### src/rtl/zion_basic_circuit_lib_rr_hold_arb.sv
// Purpose: N-way arbiter feeding a single-entry holding register (round-robin, or fixed priority
//          when ZION_RR_HOLD_ARB_FIXED_PRI_EN is defined).
// Latency: one cycle from grant (oGnt, combinational) to oVld; one item per cycle sustained.
// Backpressure: with oVld=1 and iRdy=0 no grant is issued and the held item and pointer are frozen.
module zion_basic_circuit_lib_rr_hold_arb #(
  parameter int                NUM_REQ  = 4,
  parameter int                WIDTH    = 8,
  parameter logic [WIDTH-1:0]  INI_DATA = '0
) (
  input  logic                           clk,
  input  logic                           rst,
  input  logic [NUM_REQ-1:0]             iReq,
  input  logic [NUM_REQ*WIDTH-1:0]       iDat,
  output logic [NUM_REQ-1:0]             oGnt,
  input  logic                           iClr,
  output logic                           oVld,
  input  logic                           iRdy,
  output logic [WIDTH-1:0]               oDat,
  output logic [$clog2(NUM_REQ)-1:0]     oSrc
);

  localparam int SRC_W = $clog2(NUM_REQ);

  typedef enum logic {
    ST_EMPTY = 1'b0,
    ST_FULL  = 1'b1
  } state_e;

  state_e             state_q, state_d;
  logic [WIDTH-1:0]   dat_q, dat_d;
  logic [SRC_W-1:0]   src_q, src_d;
  logic [SRC_W-1:0]   win_idx;
  logic               win_found;
  logic               load_opp;
  logic               grant;
  logic [SRC_W-1:0]   search_base;

`ifdef ZION_RR_HOLD_ARB_FIXED_PRI_EN
  // Fixed priority: the search always starts at requester 0, no pointer is kept.
  assign search_base = '0;
`else
  logic [SRC_W-1:0]   ptr_q, ptr_d;

  assign search_base = ptr_q;

  // Next pointer: one past the winner on a grant, wrapping at NUM_REQ; otherwise held.
  always_comb begin
    ptr_d = ptr_q;
    if (grant) begin
      if (win_idx == SRC_W'(NUM_REQ - 1)) begin
        ptr_d = '0;
      end else begin
        ptr_d = win_idx + SRC_W'(1);
      end
    end
  end

  // Pointer register; cleared only by reset, kept across iClr.
  always_ff @(posedge clk) begin
    if (!rst) begin
      ptr_q <= '0;
    end else begin
      ptr_q <= ptr_d;
    end
  end
`endif

  // Circular search for the first active requester at or after search_base.
  always_comb begin
    int idx;
    win_found = 1'b0;
    win_idx   = '0;
    idx       = 0;
    for (int i = 0; i < NUM_REQ; i++) begin
      idx = int'(search_base) + i;
      if (idx >= NUM_REQ) begin
        idx = idx - NUM_REQ;
      end
      if (!win_found && iReq[idx]) begin
        win_found = 1'b1;
        win_idx   = idx[SRC_W-1:0];
      end
    end
  end

  // The register can take a new item when empty or being drained; clear and reset block loading.
  assign load_opp = ((state_q == ST_EMPTY) || iRdy) && !iClr && rst;
  assign grant    = load_opp && win_found;

  // One-hot grant, only on a requesting bit and only with a load opportunity.
  always_comb begin
    oGnt = '0;
    if (grant) begin
      oGnt = NUM_REQ'(1) << win_idx;
    end
  end

  // Next-state and holding-register contents.
  always_comb begin
    state_d = state_q;
    dat_d   = dat_q;
    src_d   = src_q;
    if (iClr) begin
      state_d = ST_EMPTY;
      dat_d   = INI_DATA;
      src_d   = '0;
    end else if (grant) begin
      state_d = ST_FULL;
      dat_d   = iDat[int'(win_idx)*WIDTH +: WIDTH];
      src_d   = win_idx;
    end else if ((state_q == ST_FULL) && iRdy) begin
      // Drained with nothing to reload: contents are left as they were.
      state_d = ST_EMPTY;
    end
  end

  // State and holding register; reset discards any held item.
  always_ff @(posedge clk) begin
    if (!rst) begin
      state_q <= ST_EMPTY;
      dat_q   <= INI_DATA;
      src_q   <= '0;
    end else begin
      state_q <= state_d;
      dat_q   <= dat_d;
      src_q   <= src_d;
    end
  end

  assign oVld = (state_q == ST_FULL);
  assign oDat = dat_q;
  assign oSrc = src_q;

endmodule

### config.mk
export PLATFORM = sky130hd
export DESIGN_NAME = zion_basic_circuit_lib_rr_hold_arb
export DESIGN_NICKNAME = d
export VERILOG_FILES = /design/src/rtl/zion_basic_circuit_lib_rr_hold_arb.sv
export SDC_FILE = /design/constraint.sdc
export NUM_CORES = 1
export LEC_CHECK = 0
export ABC_AREA = 1
export BUFFER_PORTS_ARGS = -buffer_cell sky130_fd_sc_hd__buf_2
export CAP_MARGIN = 10
export CORE_MARGIN = 2
export CORE_UTILIZATION = 46
export CTS_BUF_LIST = sky130_fd_sc_hd__clkbuf_16
export DETAILED_ROUTE_END_ITERATION = 10
export HOLD_SLACK_MARGIN = 0.05
export PLACE_DENSITY_LB_ADDON = 0.12
export SLEW_MARGIN = 25
export SYNTH_ARGS = -nofsm -noshare
export SYNTH_HDL_FRONTEND = slang
export SYNTH_SLANG_ARGS = --single-unit
### constraint.sdc
create_clock -name clk -period 2.08 [get_ports clk]
set_clock_uncertainty 0.2 [all_clocks]
set_input_delay 0.312 -clock clk [delete_from_list [all_inputs] [get_ports clk]]
set_output_delay 0.312 -clock clk [all_outputs]
set_load 0.02 [all_outputs]
==> Word level (Yosys, flattened, before mapping) <==
Index checks and enable logic that the tools add are counted.
{ "word_totals": {"in_bits": 40, "regBits": 13, "output_inout_bits": 15, "wordCells": 67} }
{ "classes": {"shifts": 2, "n_eq_ne": 1, "n_mux": 28, "n_reduce_logical": 14, "bitwise_logic": 2, "order_cmp": 8, "n_addsub": 8} }
{ "op_table": {"columns": ["operator", "count"], "rows": [
  ["$lt A32 B4 Y1 const B", 4],
  ["$mux W32", 4],
  ["$shiftx A32 B6 Y8", 1],
  ["$mux W1", 14],
  ["$sub A3 B3 Y4 const B", 3],
  ["$mux W2", 5],
  ["$ge A3 B3 Y1 const B", 3],
  ["$bmux W1 S2", 4],
  ["$logic_and A1 B1 Y1", 7],
  ["$add A2 B2 Y3 const B", 2],
  ["$logic_not A1 Y1", 4],
  ["$mux W4", 1],
  ["$shl A1 B2 Y4 const A", 1],
  ["$sub A2 B3 Y4 const B", 1],
  ["$add A2 B1 Y3 const B", 1],
  ["$ge A2 B3 Y1 const B", 1],
  ["$add A2 B1 Y2 const B", 1],
  ["$eq A2 B2 Y1 const B", 1],
  ["$not A1 Y1", 2],
  ["$reduce_bool A2 Y1", 1],
  ["$reduce_or A2 Y1", 1],
  ["$logic_or A1 B1 Y1", 1]
]} }

==> Depth between registers and ports, before layout <==
{ "logic_depth": {"depth_word": 17, "depth_mapped": 15, "depth_no_buf": 14} }

==> Least setup slack after synthesis <==
OpenSTA, ideal clock, no wires.
{ "synth_timing": {"path_kind": "register to output", "from": "reg ptr_q[0]", "to": "out oGnt[1]", "t_arrival_ns": 1.681, "path_slack_ns": -0.113, "path_stages_with_launch": 13, "required_time_ns": 1.568, "path_buffers": 2, "cell_sequence": "dfxtp_1 -> buf_4 -> nand2_2 -> nand3_1 -> nand2_2 -> nor2_4 -> nand3_4 -> nand2_4 -> nand2_4 -> buf_6 -> nor2_1 -> inv_1 -> nor2_1"} }
{ "synth_between": {"elab_chain_len": 17, "elab_cells_between_ends": 44, "cone_classes": "add/sub (7); order compare (4); shift (1); mux (25); reduce/logical (7)"} }
{ "synth_lines": {"columns": ["element", "line", "rtl"], "rows": [
  ["start, declared", "42", "logic [SRC_W-1:0] ptr_q, ptr_d;"],
  ["start signal, assigned", "63", "ptr_q <= ptr_d;"],
  ["parallel branches: the longest is 16 deep, another holds $sub A3 B3 Y4", null, null],
  ["$mux W4 *", "93", "if (grant) begin"],
  ["end, declared", "14", "output logic [NUM_REQ-1:0] oGnt,"]
]} }
Mark *: on every way between the ends. The select of a mux whose other input is x is not followed.

==> Final worst setup path <==
{ "layout_timing": {"from": "reg ptr_q[0]", "to": "out oGnt[2]"} }
Same word-level chain as after synthesis.

==> flow_summary.toml <==
[status]
status = "finished, violations left"
violations = "negative setup slack"

[layout]
fillers = 141
diodes = 0
area_growth_pct = 81.97
final_cell_mix = "buf_2, nand2_1, nand3_1"
layout.nets = 344
drive_above_1_share_pct = 53.47
final_common_cell = "buf_2"
layoutNonFillerInstCount = 333
finish.instance_area_sq_mm = 0.002147

[worst_setup_path]
arrival_ps = 1980
cpPeakStageDelay_ps = 380
cp_data_required_time_ps = 1570
critical_path_class = "reg2out"
cp_max_fo = 7
cp_common_cell = "nand2_2"
cp-end-kind = "output pin"
start_kind = "flip-flop"
critPathLaunch = "ptr_q[0]"
cp_slowest_cell = "dfxtp_4"
r2r-start = "ptr_q[0]"
crit_chain = "buf_6, nand2_2, nand2_2, nand2_2, nand2_2, nor2_4, nand3_4, nor2_1, nor2_2, nor2_4, buf_6"
r2r_cells = 17

[power]
swShare_pct = 42.66
power_mw = 1.689
internal-power_mw = 0.9684
seq_power_share_pct = 19.0
switchingPower_mw = 0.7204
p_leak_nw = 1.227
clkPwrFrac_pct = 22.0
pwr-share-comb_pct = 58.9
ir_drop_v = 0.0007581
pwr_density_cell_mw_per_mm2 = 786.6

[synthesis]
avgSynthCellArea_sq_um = 5.673
syn-instance-count = 208
syn-cell-area_sq_mm = 0.001180
ys_types = 26
synthTopCellsByArea = "dfxtp_1, nand2_1, nand3_1"
seq_area_frac_synth_pct = 22.06
synth_ff_type = "dfxtp_1"
synth_edf_count = 0
yosysWarningCount = 0
ys_ff_latch = 13
async_reset_ff_share_pct = 0
syn-num-nets = 248
netlist.top_cell.by_area = "dfxtp_1"
synth.top_cell.area_share_pct = 22.06

[detailed_routing]
post_drt_wl_per_cell_um = 16.13
drcViolationCount = 0
detailedRoute.firstPassIterationCount = 4
drt_iter0_drc = 96
ant_nets = 0
via_per_inst = 5.312
via_count = 1769
wl_um = 5371

[sta]
rsz0062_at_grt = "yes"
maxSlewViolCount = 0
period_needed_ps = 2493
worst_pin_slew_ps = 256.9
fin_crit_sh_pct = 119.8
setup_tns_ps = -4130
setup_ws_ps = -412.5
fmax_ghz = 0.4012
relSlewSlack_pct = 82.81
finalSetupViolations = 16
hold_viol = 0

[global_routing]
overflow = 0
grt_pass1_vias = 1396
grt_max_degree = 14
antenna_found_initial = 0
grt_pass1_wl_um = 6065
track_usage_pct = 28.26

[placed_design]
pre_cts_slack_ps = -150.9
portBuffers = 54
gp_congestion = 0.8530
hpwl_um = 2466
place_inst = 306
place_area_sq_mm = 0.001602

[job]
maxCapViolations = 0

[cts]
worstSkewPairLatency_ps = 250
cts.clk_slew.worst_paths_ps = 50
htreeDepth = 1
cts_buffer_depth = 2
cts_tree = "built"
postCtsHoldBufs = 0
numCtsBuffers = 3
clock-root-buffer = "clkbuf_16"
cts.sinks = 13

[min_path]
min_from = "rst"
min-delay-path-class = "in2reg"
min_delay_path_depth = 3

[floorplanning]
die_w_um = 54.65
core_area_sq_mm = 0.002455
rows = 18
die_area_sq_mm = 0.002986
num_io_pins = 55
die_h_um = 54.65
start_util_pct = 48.06
[layout make-up]
| cell class | instances | area [sq um] | area share [%] |
|---|---|---|---|
| Clock buffer | 3 | 75.07 | 3.497 |
| Clock inverter | 1 | 3.754 | 0.1748 |
| Inverter | 42 | 165.2 | 7.692 |
| Multi-Input combinational cell | 146 | 937.1 | 43.65 |
| Sequential cell | 13 | 267.8 | 12.47 |
| Tap cell | 30 | 37.54 | 1.748 |
| Timing Repair Buffer | 98 | 660.6 | 30.77 |
[timing repair]
action	CTS	global route
buffers inserted	15	7
setup endpoints to repair	10	16
gates cloned	1	0
pin swaps	15	28
resized for setup	35	45
[sequential cells by signal, indices dropped and copies added (netlist names)]
name	cells
oDat	8
oSrc	2
ptr_q	2
oVld	1
[cells in the mapped netlist, types with 2 or more instances]
cell      number
nand2_2        8
nor2_1        12
nand3_1       41
inv_1         39
nand2_4        2
o21ai_0        2
buf_2          3
nand2_1       62
buf_6          2
a21oi_1        2
nor2_2         2
or2_2          2
dfxtp_1       13
nand3b_1       4
inv_2          3
[per-layer routing]
| metal | vias up | global-route usage, % | part of all wire (%) |
|---|---|---|---|
| li1 | 828 | - | - |
| met1 | 785 | 32.40 | 37 |
| met2 | 124 | 50.40 | 50 |
| met3 | 32 | 4.372 | 8.2 |
| met4 | 0 | 13.33 | 4.9 |
| met5 | - | 0 | 0 |
[worst paths after layout]
path                            slack [ps]       end
worst min register to register         280   oDat[6]
worst max-delay path                  -410   oGnt[2]
worst max register to register        -340   oDat[2]
worst min-delay path                   170  ptr_q[1]
[metrics by stage]
step / utilization [%] / hold WS (ps)
finish: 87.46 / 170.4
global route: 87.46 / 186.2
CTS: 78.13 / 146.6
detailed placement: 65.24 / 249.9
global placement: 65.24 / 251.0
floorplan: - / 254.2
[power by group through the flow]
stage | Combinational [mW] | Sequential (mW) | Clock, mW
CTS | 0.781 | 0.314 | 0.362
global placement | 0.639 | 0.316 | 0
finish | 0.996 | 0.322 | 0.372
global route | 1.06 | 0.323 | 0.382
floorplan | 0.402 | 0.353 | 0
detailed placement | 0.638 | 0.317 | 0
[critical path: cells and delay by family (launching register included)]
family / cells / cell delay, ps
buffers and inverters: 2 / 260
flip-flops: 1 / 380
AND/OR/NAND/NOR: 9 / 1080
[cell families after synthesis]
kind of cell	Yosys count	synth area share, %
buffers and inverters	49	17.50
flip-flops	13	22.06
AO/OA/AOI/OAI	8	4.030
AND/OR/NAND/NOR	138	56.42
No activity file was read; power rests on OpenSTA's default activity.
